[src/rtl/game_pkg.sv]
// Shared definitions for the game sequencer: FSM encodings, score format
// and the packed-BCD increment used by the score counter.
package game_pkg;

    localparam int STATE_W = 3;
    typedef logic [STATE_W-1:0] state_t;

    localparam state_t ST_IDLE   = 3'd0;
    localparam state_t ST_PLAY   = 3'd1;
    localparam state_t ST_PAUSED = 3'd2;
    localparam state_t ST_DYING  = 3'd3;
    localparam state_t ST_OVER   = 3'd4;

    localparam int BCD_DIGITS = 4;
    localparam int SCORE_W    = 16;

    localparam logic [SCORE_W-1:0] BCD_MAX = 16'h9999;

    // Add one to a packed BCD value with per-digit carry. Any digit at 9
    // (or an out-of-range A-F nibble) rolls to 0 and carries onward.
    function automatic logic [SCORE_W-1:0] bcd_inc(input logic [SCORE_W-1:0] v);
        logic [SCORE_W-1:0] r;
        logic               carry;
        r     = v;
        carry = 1'b1;
        for (int i = 0; i < BCD_DIGITS; i++) begin
            if (carry) begin
                if (v[4*i +: 4] >= 4'd9) begin
                    r[4*i +: 4] = 4'd0;
                end else begin
                    r[4*i +: 4] = v[4*i +: 4] + 4'd1;
                    carry       = 1'b0;
                end
            end
        end
        return r;
    endfunction

endpackage

[src/rtl/game_ctrl_bcd_counter.sv]
// Four-digit packed BCD counter that saturates at 9999; clear beats inc.
module bcd_counter
    import game_pkg::*;
(
    input  logic               clk,
    input  logic               clr,
    input  logic               clear,
    input  logic               inc,
    output logic [SCORE_W-1:0] q
);

    logic [SCORE_W-1:0] cnt_q;
    logic [SCORE_W-1:0] cnt_d;

    // Next count: clear first, then a saturating BCD increment.
    always_comb begin
        cnt_d = cnt_q;
        if (clear) begin
            cnt_d = '0;
        end else if (inc && (cnt_q != BCD_MAX)) begin
            cnt_d = bcd_inc(cnt_q);
        end
    end

    // Count register with synchronous reset.
    always_ff @(posedge clk) begin
        if (clr) begin
            cnt_q <= '0;
        end else begin
            cnt_q <= cnt_d;
        end
    end

    assign q = cnt_q;

endmodule

[src/rtl/game_ctrl.sv]
// Game sequencer: play/pause/death/over FSM, button edge detection, flap
// cooldown, per-frame physics gating, score and high score tracking.
module game_ctrl
    import game_pkg::*;
#(
    parameter int DEATH_FRAMES  = 60,
    parameter int FLAP_COOLDOWN = 4
) (
    input  logic               clk,
    input  logic               clr,
    input  logic               frame_tick,
    input  logic               pause,
    input  logic               flap,
    input  logic               collide,
    input  logic               pipe_passed,
    output logic [STATE_W-1:0] state,
    output logic               phys_en,
    output logic               flap_req,
    output logic               world_rst,
    output logic [SCORE_W-1:0] score,
    output logic [SCORE_W-1:0] hi_score
);

    localparam logic [7:0] DEATH_INIT = 8'(DEATH_FRAMES);
    localparam logic [3:0] CD_INIT    = 4'(FLAP_COOLDOWN);

    logic               flap_q;
    logic               pause_q;
    logic               flap_e;
    logic               pause_e;

    state_t             state_q,     state_d;
    logic               phys_en_q,   phys_en_d;
    logic               flap_req_q,  flap_req_d;
    logic               world_rst_q, world_rst_d;
    logic [3:0]         cd_q,        cd_d;
    logic [7:0]         dc_q,        dc_d;
    logic [SCORE_W-1:0] hi_q,        hi_d;

    logic               score_clear;
    logic               score_inc;
    logic [SCORE_W-1:0] score_cur;

    // Rising edges are used in the same cycle they are seen; history resets
    // high so a button held through reset does not count as a press.
    assign flap_e  = flap  & ~flap_q;
    assign pause_e = pause & ~pause_q;

    // FSM next-state and the one-cycle control pulses it produces.
    always_comb begin
        state_d     = state_q;
        phys_en_d   = 1'b0;
        flap_req_d  = 1'b0;
        world_rst_d = 1'b0;
        cd_d        = cd_q;
        dc_d        = dc_q;
        hi_d        = hi_q;
        score_clear = 1'b0;
        score_inc   = 1'b0;

        case (state_q)
            ST_IDLE: begin
                if (flap_e) begin
                    world_rst_d = 1'b1;
                    flap_req_d  = 1'b1;
                    score_clear = 1'b1;
                    cd_d        = CD_INIT;
                    state_d     = ST_PLAY;
                end
            end

            ST_PLAY: begin
                phys_en_d = frame_tick;
                if (frame_tick && (cd_q != 4'd0)) begin
                    cd_d = cd_q - 4'd1;
                end
                if (collide) begin
                    // A hit swallows any same-cycle pipe credit or flap.
                    state_d = ST_DYING;
                    dc_d    = DEATH_INIT;
                end else begin
                    score_inc = pipe_passed;
                    if (pause_e) begin
                        state_d = ST_PAUSED;
                    end else if (flap_e && (cd_q == 4'd0)) begin
                        flap_req_d = 1'b1;
                        cd_d       = CD_INIT;
                    end
                end
            end

            ST_PAUSED: begin
                if (pause_e) begin
                    state_d = ST_PLAY;
                end
            end

            ST_DYING: begin
                phys_en_d = frame_tick;
                if (frame_tick) begin
                    // A zero counter here cannot occur normally; leaving on it
                    // keeps the FSM from stalling in DYING.
                    if (dc_q <= 8'd1) begin
                        dc_d    = 8'd0;
                        state_d = ST_OVER;
                        if (score_cur > hi_q) begin
                            hi_d = score_cur;
                        end
                    end else begin
                        dc_d = dc_q - 8'd1;
                    end
                end
            end

            ST_OVER: begin
                if (flap_e) begin
                    world_rst_d = 1'b1;
                    score_clear = 1'b1;
                    state_d     = ST_IDLE;
                end
            end

            default: begin
                state_d = ST_IDLE;
            end
        endcase
    end

    // Control, counter and output registers with synchronous reset.
    always_ff @(posedge clk) begin
        if (clr) begin
            flap_q      <= 1'b1;
            pause_q     <= 1'b1;
            state_q     <= ST_IDLE;
            phys_en_q   <= 1'b0;
            flap_req_q  <= 1'b0;
            world_rst_q <= 1'b0;
            cd_q        <= 4'd0;
            dc_q        <= 8'd0;
            hi_q        <= '0;
        end else begin
            flap_q      <= flap;
            pause_q     <= pause;
            state_q     <= state_d;
            phys_en_q   <= phys_en_d;
            flap_req_q  <= flap_req_d;
            world_rst_q <= world_rst_d;
            cd_q        <= cd_d;
            dc_q        <= dc_d;
            hi_q        <= hi_d;
        end
    end

    bcd_counter u_score (
        .clk   (clk),
        .clr   (clr),
        .clear (score_clear),
        .inc   (score_inc),
        .q     (score_cur)
    );

    assign state     = state_q;
    assign phys_en   = phys_en_q;
    assign flap_req  = flap_req_q;
    assign world_rst = world_rst_q;
    assign score     = score_cur;
    assign hi_score  = hi_q;

endmodule

[config.mk]
export PLATFORM = sky130hd
export DESIGN_NAME = game_ctrl
export DESIGN_NICKNAME = d
export VERILOG_FILES = /design/src/rtl/game_pkg.sv /design/src/rtl/game_ctrl_bcd_counter.sv /design/src/rtl/game_ctrl.sv
export SDC_FILE = /design/constraint.sdc
export NUM_CORES = 1
export LEC_CHECK = 0
export ABC_AREA = 1
export BUFFER_PORTS_ARGS = -buffer_cell sky130_fd_sc_hd__buf_2
export CORE_UTILIZATION = 54
export CTS_BUF_LIST = sky130_fd_sc_hd__clkbuf_8 sky130_fd_sc_hd__clkbuf_16
export DETAILED_ROUTE_END_ITERATION = 10
export GPL_TIMING_DRIVEN = 0
export PLACE_DENSITY_LB_ADDON = 0.15
export SETUP_SLACK_MARGIN = 0.02
export SYNTH_ARGS = -nofsm -noshare
export SYNTH_HDL_FRONTEND = slang
export SYNTH_SLANG_ARGS = --single-unit
[constraint.sdc]
create_clock -name clk -period 2.9 [get_ports clk]
set_clock_uncertainty 0.15 [all_clocks]
set_input_delay 0.29 -clock clk [delete_from_list [all_inputs] [get_ports clk]]
set_output_delay 0.29 -clock clk [all_outputs]
set_load 0.01 [all_outputs]
Word level (Yosys, flattened, before mapping) --
Index checks and enable logic that the tools add are counted.
Word-level totals: output and inout bits 38, flip-flop bits (word level) 52
Operators by class: $add $sub $neg 6, magnitude comparators 6, multiplexer cells 41, equality and inequality tests 12, bitwise gates (word level) 5, reduce and logical (&&, ||, !) cells 19
Operator list (count):
- $mux 4 | 9
- $mux 8 | 3
- $mux 3 | 7
- $mux 1 | 18
- $add 4x1->4 const B | 4
- $ge 4x4->1 const B | 4
- $gt 16x16->1 | 1
- $ne 16x16->1 const B | 1
- $pmux 8 s2 | 1
- $pmux 3 s5 | 1
- $ne 2x2->1 const B | 6
- $le 8x1->1 const B | 1
- $pmux 4 s2 | 1
- $reduce_and 2->1 | 4
- $reduce_or 2->1 | 4
- $sub 8x1->8 const B | 1
- $eq 3x2->1 const B | 2
- $reduce_and 6->1 | 1
- $logic_not 4->1 | 1
- $reduce_and 4->1 | 1
- $reduce_bool 2->1 | 2
- $reduce_bool 4->1 | 1
- $sub 4x1->4 const B | 1
- $eq 3x1->1 const B | 1
- other kinds (8) | 13

Logic depth before layout (Yosys ltp) --
Gate-level depths: netlist of run 1.
depth in word-level cells 12, mapped depth 15, gate-level depth less buffers 14

Hierarchy --
A second synthesis of run 1 with hierarchy kept.
Unflattened totals: cells, all modules 499, area total of the unflattened synthesis 3338.2 sq um
Modules (own cells, without submodules):
- game_ctrl | area an instance 2248.4 sq um, instances 1, cells an instance 335
- bcd_counter | area an instance 1089.8 sq um, instances 1, cells an instance 164

Least setup slack after synthesis of run 1 --
Ideal clock, no wire load.
path type register to register, start register u_score.cnt_q[0] (netlist: u_score.q[0]), end register hi_q[0] (netlist: hi_score[0]), buffers on the path 2, path slack 1.013 ns, period minus slack after synthesis 1.887 ns, cell stages (with the launch flop) 11, data arrival time 1.622 ns, cell sequence dfxtp_1 -> inv_1 -> ha_1 -> nand2_1 -> nor2_1 -> nand4_1 -> and2_4 -> buf_8 -> buf_12 -> a21oi_1 -> nor2_1
Between the ends: word-level cells in the longest chain between the ends 2
Ends and longest elaborated chain:
- start, declared | line game_ctrl_bcd_counter.sv:12 | logic [SCORE_W-1:0] cnt_q;
- start signal, assigned | line game_ctrl_bcd_counter.sv:30 | cnt_q <= cnt_d;
- $gt 16x16->1 | line game_ctrl.sv:106 | if (score_cur > hi_q) begin
- $reduce_and 4->1 (no source line)
- end signal, assigned | line game_ctrl.sv:150 | hi_q <= hi_d;
- end, declared | line game_ctrl.sv:38 | logic [SCORE_W-1:0] hi_q, hi_d;
Parallel ways exist; a longest one is shown, timed or not. A chain may end at the register's enable or synchronous reset.

Final worst setup path of run 1 --
start register hi_q[15] (netlist: hi_score[15]), end register hi_q[14] (netlist: hi_score[14])
Between the ends: word-level cells in the longest chain between the ends 2
Ends and longest elaborated chain (line):
- $gt 16x16->1 | game_ctrl.sv:106
- $reduce_and 4->1 (no source line)
Every way passes these cells.

==> flow_summary.yaml, run 1 <==
setup_path:
  crit_path_start_kind: "register"
  ff2ff_path_depth: 10
  worstPathCellList: "inv_1 -> ha_1 -> nand2_1 -> nor2_1 -> nand4_1 -> and2_4 -> buf_8 -> buf_12 -> a21oi_1 -> nor2_1"
  cp.required_ps: 2950
  cp.arrival_ps: 2250
  slowest_stage: "dfxtp_1"
  path_buf_inv: 3
  reg2reg_to: "hi_score[14]"
  critPathCaptureType: "register"
  crit_top_cell: "nor2_1"
  critPathKind: "reg -> reg"
  cpLargestDelayFamily: "simple AND/OR/NAND/NOR gates"
  r2r_start: "hi_score[15]"
  reg2reg_slack_ps: 700
  critical_path.max_fanout: 10
  cpPeakStageDelay_ps: 370
  critPathLaunch: "hi_score[15]"
worst_hold_path:
  hold_class: "in -> reg"
  holdPathEnd: "flap_q"
  min_delay_path_depth: 3
  hold_start: "flap"
place:
  io_buffers: 44
  place.gp.congestion: 0.9442
  place_hpwl_mm: 5.678
  numPlacedInstances: 576
logic_synthesis:
  synth.area.top_cells: "dfxtp_1 (32%), ha_1 (12%), nand2_1 (11%)"
  synth.top_cell.area_share_pct: 32.46
  ys.flop_type: "dfxtp_1"
  synth.distinct_cells: 36
  ys_seq_area_share_pct: 32.46
  synth_commonest_cells: "nand2_1 (95), inv_1 (66), nor2_1 (55), dfxtp_1 (52), a21oi_1 (45)"
  syn_area_sq_um: 3207
  async_flop_share_pct: 0
  synth_edf_count: 0
  ys_seq_elements: 52
  synth_area_per_cell_sq_um: 6.971
  yosys_warnings: 0
  netlist_instances: 460
  synth.most_common_cell: "nand2_1"
  synth.largest_area_cell: "dfxtp_1"
  syn-num-nets: 498
floorplanning:
  die_x_microns: 79.06
  std_cell_rows: 27
  fp.dieH_microns: 79.06
  core_area_sq_um: 5608
  dieArea_sq_um: 6250
  io_pins: 45
  start_util_pct: 57.18
drt:
  wirelength_mm: 7.377
  ant_nets: 0
  first_iter_violations: 104
  wl_met1_mm: 3.177
  drc: 0
  dr_wl_met2_mm: 3.666
  via_count: 3075
  vias_per_cell: 5.265
  wire_per_inst_microns: 12.63
  top_layer: "met4"
  first_pass_iters: 4
  wl_met3_microns: 312
cts:
  cts_tree: "yes"
  hold_buffers: 0
  htree_levels: 2
  root_buffer: "clkbuf_8"
  insertion_delay_ps: 310
  cts_buffers: 5
  clock-sinks: 52
  post-cts-setup-buffers: 0
  clk_pin_slew_ps: 90
  clock_path_buffers: 2
  post_cts_resize_count: 0
timing:
  drv_slew: 0
  worstMarginPinSlew_ps: 503.0
  tns_ps: 0
  finalCritPeriodShare_pct: 75.87
  final_hold_viol_count: 0
  rsz0062_at_grt: "no"
  finalSetupViolations: 0
  hold_ws_ps: 27.65
  slew_headroom_pct: 66.47
  max_freq_ghz: 0.4545
  period_minus_slack_ps: 2200
layout:
  nNetsFinal: 549
  diodes: 0
  final_layout_size_suffix_gt1_share_pct: 14.06
  final_cells: 584
  syn_to_final_growth_pct: 13.62
  nFillCells: 560
grt:
  antenna_found_initial: 0
  grt_max_degree: 16
  grt_usage_pct: 25.41
  grt_pass1_vias: 2895
  grt_overflow_total: 0
  grt_pass1_wl_mm: 12.70
power_and_ir_drop:
  vdd_drop_max_mv: 0.4511
  internal_power_w: 0.001276
  combPwrFrac_pct: 29.8
  netSwitchingFraction_pct: 35.21
  power_frac_clock_pct: 27.9
  power.leakage_nw: 1.722
  power.share.sequential_pct: 42.3
  power_density_nw_per_um2: 540.7
  p_sw_w: 0.0006938
outcome:
  status: "complete, no violations"
run:
  drv_cap: 0
## sequential cells by signal, indices dropped and copies added, names as in the netlist
name	flops
cd_q	4
dc_q	8
flap_q	1
flap_req	1
hi_score	16
pause_q	1
phys_en	1
state	3
u_score.q	16
world_rst	1
## power groups by stage
| stage | clock network (W) | registers (W) | logic [W] |
|---|---|---|---|
| 4_1_cts | 0.000561 | 0.000831 | 0.000582 |
| 3_5_place_dp | 0 | 0.000846 | 0.000580 |
| 5_1_grt | 0.000586 | 0.000841 | 0.000676 |
| 2_1_floorplan | 0 | 0.000848 | 0.000443 |
| 3_3_place_gp | 0 | 0.000848 | 0.000569 |
| 6_report | 0.000549 | 0.000834 | 0.000587 |
## worst max path at each step
stage / end / cells past startpoint / slack [ps]
final: hi_score[14] / 10 / 700
after global routing: hi_score[0] / 10 / 530
after global placement: hi_score[0] / 10 / 760
after floorplan: hi_score[0] / 10 / 1010
after CTS: hi_score[14] / 9 / 700
after detailed placement: hi_score[14] / 9 / 710
## cell usage in the layout (no fill, tap or decap), types with 2 or more instances in the layout
master	Yosys	final
nand2_1	95	95
inv_1	66	66
nor2_1	55	55
dfxtp_1	52	52
buf_2	2	46
a21oi_1	45	45
nand3_1	44	44
ha_1	31	31
o21ai_0	14	14
nor3_1	12	12
clkbuf_8	1	8
xor2_1	6	6
nor2_4	4	4
nand4_1	3	3
nor4_1	3	3
inv_2	2	2
nand2_4	2	2
buf_4	2	2
a31oi_1	2	2
a221oi_1	2	2
a211oi_1	2	2
## layer usage
layer,up-vias,global-route usage [%]
li1,1585,-
met1,1394,30.07
met2,80,44.66
met3,16,3.563
met4,0,12.55
met5,-,0
## cell type report
cell class	count	area, sq um	area share [%]
buffer	9	88.84	2.438
clock buffer	7	96.34	2.644
tap	72	90.09	2.473
timing repair buffer	44	220.2	6.044
clock inverter	1	30.03	0.8242
sequential	52	1041	28.57
inverter	69	259.0	7.109
multi-input combinational	330	1818	49.90
## worst reg2reg max path: stages, from the launching register on
cell and delay, ps:
dfxtp_1 370, inv_1 50, ha_1 290, nand2_1 60
nor2_1 280, nand4_1 200, and2_4 210, buf_8 130
buf_12 140, a21oi_1 160, nor2_1 60
## per-stage QoR
stage,power [W],worst slack [ps],instance area [sq um],util (%)
floorplan,0.001291,1013,3207,-
global placement,0.001416,764.1,3517,62.72
detailed placement,0.001427,712.1,3517,62.72
CTS,0.001975,698.8,3643,64.97
global route,0.002104,533.6,3643,64.97
finish,0.001970,699.7,3643,64.97
## logic make-up (layout without fill, tap and decap cells)
family	Yosys count	in the layout	share of synthesized area, %
DFF	52	52	32.46
xor gates and xnor gates	7	7	1.912
AOI/OAI and AO/OA	69	69	11.94
adders and majority gates	31	31	12.10
buffers and inverters	78	130	10.85
and+or+nand+nor	223	223	30.75
Power figures use the tool's default switching activity.
==> run 2, diff against run 1 <==
- clock period: 2.9 -> 2.24 ns (I/O delays scaled with it)
==> run 2 against run 1 <==
  * Design area rose by 1.7%
  * Core utilization rose by 1.1 points
  * Non-clock buffer count rose by 4
  * Clock power rose by 30%
  * Combinational power rose by 31%
  * Flip-flop and latch count did not move
  * Critical path type unchanged
  * Largest power group unchanged
==> flow_summary.yaml, run 2 (synthesis results as in run 1) <==
outcome:
  status: "complete, no violations"
layout:
  nFillCells: 555
  nNetsFinal: 553
  diodes: 0
  fin_area_sq_um: 3706
  syn_to_final_growth_pct: 15.57
  final_layout_size_suffix_gt1_share_pct: 16.09
  multi_input_area_sq_um: 1842
  ff_latch_area_sq_um: 1045
  final_cell_mix: "nand2_1 (95), inv_1 (66), nor2_1 (51)"
  mostFrequentLayoutCell: "nand2_1"
place:
  place_hpwl_mm: 5.678
  place.gp.congestion: 0.9442
  io_buffers: 44
  dpl_cell_area_sq_um: 3517
worst_hold_path:
  min_delay_path_depth: 4
  hold_class: "in -> reg"
setup_path:
  cpLargestDelayFamily: "simple AND/OR/NAND/NOR gates"
  ff2ff_path_depth: 12
  crit_top_cell: "nor2_1"
  critPathCaptureType: "register"
  cp.required_ps: 2300
  worstPathCellList: "inv_1 -> ha_2 -> nor2_1 -> nor2_1 -> nand3_2 -> nor2_1 -> nand2_1 -> nor2_4 -> buf_6 -> nand3_1 -> nand2_1 -> nor2_1"
  cpPeakStageDelay_ps: 340
  crit_path_start_kind: "register"
  critPathKind: "reg -> reg"
  cp.arrival_ps: 2120
  critical_path.max_fanout: 10
  path_depth: 12
  slowest_stage: "dfxtp_1"
  path_buf_inv: 2
grt:
  grt_overflow_total: 0
  antenna_found_initial: 0
  grt_max_degree: 16
  grt_usage_pct: 25.51
  grt_pass1_vias: 2907
  grt_pass1_wl_mm: 12.74
timing:
  worstMarginPinSlew_ps: 501.0
  rsz0062_at_grt: "no"
  tns_ps: 0
  drv_slew: 0
  max_freq_ghz: 0.4858
  final_hold_viol_count: 0
  finalSetupViolations: 0
  finalCritPeriodShare_pct: 91.90
  slew_headroom_pct: 66.60
  period_minus_slack_ps: 2058
drt:
  drc: 0
  first_iter_violations: 120
  wirelength_mm: 7.453
  first_pass_iters: 4
  via_count: 3104
  wire_per_inst_microns: 12.68
  vias_per_cell: 5.279
  ant_nets: 0
cts:
  clock-sinks: 52
  htree_levels: 2
  clock_path_buffers: 2
  cts_tree: "yes"
  root_buffer: "clkbuf_8"
  insertion_delay_ps: 320
  cts_buffers: 5
  clk_pin_slew_ps: 90
floorplanning:
  std_cell_rows: 27
  start_util_pct: 57.18
  fp.dieH_microns: 79.06
  io_pins: 45
  dieArea_sq_um: 6250
  core_area_sq_um: 5608
  die_x_microns: 79.06
power_and_ir_drop:
  vdd_drop_max_mv: 0.5832
  power.leakage_nw: 1.747
  power_density_nw_per_um2: 691.9
run:
  drv_cap: 0
run 2: cell count changes in the layout (fill, tap and decap cells not counted):
cell / before / now
nor2_1: 55 / 51
nor2_4: 4 / 5
o21ai_1: 1 / 2
dlygate4sd3_1: 0 / 2
dfxtp_2: 0 / 3
buf_4: 2 / 4
a31oi_1: 2 / 1
nor2_2: 0 / 3
ha_2: 0 / 1
o21ai_0: 14 / 13
dfxtp_1: 52 / 49
a31oi_2: 0 / 1
ha_1: 31 / 30
run 2: worst paths after layout:
| check | to | start | slack (ps) |
|---|---|---|---|
| max reg2reg | hi_score[12] | dc_q[0] | 180 |
| min | cd_q[0] | clr | 100 |
| max | hi_score[12] | dc_q[0] | 180 |
| min reg2reg | cd_q[0] | cd_q[0] | 290 |
run 2: metrics by stage:
stage	utilization (%)	total power [W]	setup slack (ps)	std cells	hold slack, ps
floorplan	-	0.001672	353.5	460	170.4
global placement	62.72	0.001834	104.1	576	258.5
detailed placement	62.72	0.001847	52.12	576	276.1
CTS	65.33	0.002560	38.84	586	99.36
global route	66.09	0.002733	18.50	588	128.3
finish	66.09	0.002564	181.5	588	100.4
run 2: tightest hold or removal path, cell delays in order:
cell,delay (ps)
buf_2,80
inv_1,90
nand2_1,80
a21oi_1,30
run 2: cell type report:
type | count | share of cell area [%]
inverter | 69 | 6.989
buffer | 9 | 2.397
clock buffer | 7 | 2.600
sequential | 52 | 28.19
timing repair buffer | 48 | 6.887
multi-input combinational | 330 | 49.70
tap | 72 | 2.431
clock inverter | 1 | 0.8103
run 2: metal layers:
layer	routed length, microns	global-route usage [%]	vias up	part of all wire, %
li1	-	-	1595	-
met1	3234	30.07	1412	43
met2	3704	45.00	81	50
met3	319	3.563	16	4.3
met4	195	12.55	0	2.6
met5	0	0	-	0
run 2: power by group:
part / internal (W) / switching [W]
clock network: 0.000395 / 0.000322
logic: 0.000265 / 0.000505
registers: 0.00100 / 0.0000781
run 2: timing repair:
item / 4_1_cts / 5_1_grt
setup endpoints to repair: 0 / 20
buffers inserted: 0 / 2
endpoints found under the hold margin: 2 / 0
hold buffers: 2 / 0
resized for setup: 0 / 11
==> run 3, diff against run 2 <==
- PLACE_DENSITY: default -> 0.76
- PLACE_DENSITY_LB_ADDON: 0.15 -> default
==> run 3 against run 2 <==
  * Clock power is 19% lower
  * Combinational power up 0.6%
  * Via count increased by 0.93%
  * Global-route usage about the same
  * First-iteration DRC count rose by 23%
  * Largest cell class unchanged
  * Largest power group unchanged
==> flow_summary.yaml, run 3 (synthesis results as in run 1) <==
outcome:
  status: "complete, no violations"
timing:
  finalSetupViolations: 0
  tns_ps: 0
  setup_ws_ps: 146.5
  rsz0062_at_grt: "no"
  period_minus_slack_ps: 2094
  final_hold_viol_count: 0
  slew_headroom_pct: 67.72
  max_freq_ghz: 0.4777
  worstMarginPinSlew_ps: 484.2
  finalCritPeriodShare_pct: 93.46
  drv_slew: 0
power_and_ir_drop:
  p_sw_w: 0.0009215
  vdd_drop_max_mv: 0.5504
  power.share.sequential_pct: 44.3
  netSwitchingFraction_pct: 37.90
  combPwrFrac_pct: 31.9
  power_frac_clock_pct: 23.8
  power.leakage_nw: 1.726
  internal_power_w: 0.001510
  power_density_nw_per_um2: 664.4
cts:
  clock_path_buffers: 2
  root_buffer: "clkbuf_8"
  htree_levels: 2
  cts_buffers: 5
  clock-sinks: 52
  insertion_delay_ps: 320
  cts_tree: "yes"
  clk_pin_slew_ps: 100
drt:
  vias_per_cell: 5.337
  ant_nets: 0
  first_iter_violations: 147
  first_pass_iters: 4
  wirelength_mm: 7.507
  via_count: 3133
  drc: 0
  wire_per_inst_microns: 12.79
setup_path:
  critical_path.max_fanout: 10
  crit_path_start_kind: "register"
  critPathCaptureType: "register"
  cp.arrival_ps: 2170
  cp.required_ps: 2310
  reg2reg_slack_ps: 150
  ff2ff_path_depth: 9
  r2r_start: "u_score.q[15]"
  critPathKind: "reg -> reg"
  reg2reg_to: "hi_score[1]"
place:
  place_hpwl_mm: 5.708
  place.gp.congestion: 0.9296
  io_buffers: 44
  pre_cts_ws_ps: 23.87
  numPlacedInstances: 576
grt:
  grt_max_degree: 16
  grt_pass1_vias: 2815
  grt_usage_pct: 25.46
  grt_overflow_total: 0
  grt_pass1_wl_mm: 12.58
  antenna_found_initial: 0
layout:
  diodes: 0
  final_cell_mix: "nand2_1 (95), inv_1 (67), nor2_1 (51)"
  nNetsFinal: 552
  final_layout_size_suffix_gt1_share_pct: 15.34
  syn_to_final_growth_pct: 14.12
  final_cells: 587
  fin_util_pct: 65.26
  nFillCells: 541
  mostFrequentLayoutCell: "nand2_1"
worst_hold_path:
  min_delay_path_depth: 4
  hold_start: "clr"
  hold_class: "in -> reg"
  holdPathEnd: "cd_q[0]"
run:
  drv_cap: 0
floorplanning:
  start_util_pct: 57.18
  fp.dieH_microns: 79.06
  core_area_sq_um: 5608
  die_x_microns: 79.06
  std_cell_rows: 27
  dieArea_sq_um: 6250
  io_pins: 45
## run 3: worst max-delay path: stages (launching register included)
cell	delay, ps
dfxtp_1	400
ha_1	330
nand2_1	70
nor2_2	190
nand4_1	170
and2_4	210
buf_8	130
buf_12	130
a21oi_1	140
nor2_1	60
## run 3: worst max-delay path by stage
stage,endpoint,start
after floorplan,hi_score[0],u_score.q[0]
after global placement,hi_score[0],u_score.q[0]
after detailed placement,hi_score[1],u_score.q[0]
after CTS,hi_score[1],u_score.q[15]
after global routing,hi_score[4],u_score.q[15]
final,hi_score[1],u_score.q[15]
## run 3: power groups by stage
stage / clock network (W) / logic (W) / registers [W]
floorplan: 0 / 0.000573 / 0.00110
CTS: 0.000584 / 0.000763 / 0.00108
detailed placement: 0 / 0.000760 / 0.00110
global route: 0.000617 / 0.000874 / 0.00109
global placement: 0 / 0.000736 / 0.00110
finish: 0.000578 / 0.000775 / 0.00108
## run 3: what timing repair did
action / CTS / global route
pin swaps: 0 / 2
hold endpoints to repair: 2 / 0
gates cloned: 0 / 0
hold buffers: 2 / 0
gates resized for setup: 1 / 7
setup endpoints to repair: 10 / 20
setup buffers: 0 / 1
## run 3: cell type report
cell class              count  area, sq um  area share (%)
inverters                  69        259.0           7.077
flip-flops and latches     52         1044           28.51
clock buffers               6        82.58           2.256
multi-input cells         330         1834           50.12
clock inverters             2        11.26          0.3077
repair buffers             47        247.7           6.769
well taps                  72        90.09           2.462
plain buffers               9        91.34           2.496
## run 3: routing by layer
metal,GRT usage [%],routed length (microns)
met1,29.73,3310
met2,46.03,3690
met3,3.333,310
met4,11.27,195
met5,0,0
## run 3: per-stage QoR
step / cell area [sq um] / power (W) / hold slack, ps
final: 3660 / 0.002431 / 76.82
after global routing: 3660 / 0.002582 / 141.7
after CTS: 3632 / 0.002426 / 85.83
after detailed placement: 3517 / 0.001858 / 265.0
after global placement: 3517 / 0.001834 / 258.5
after floorplan: 3207 / 0.001672 / 170.4
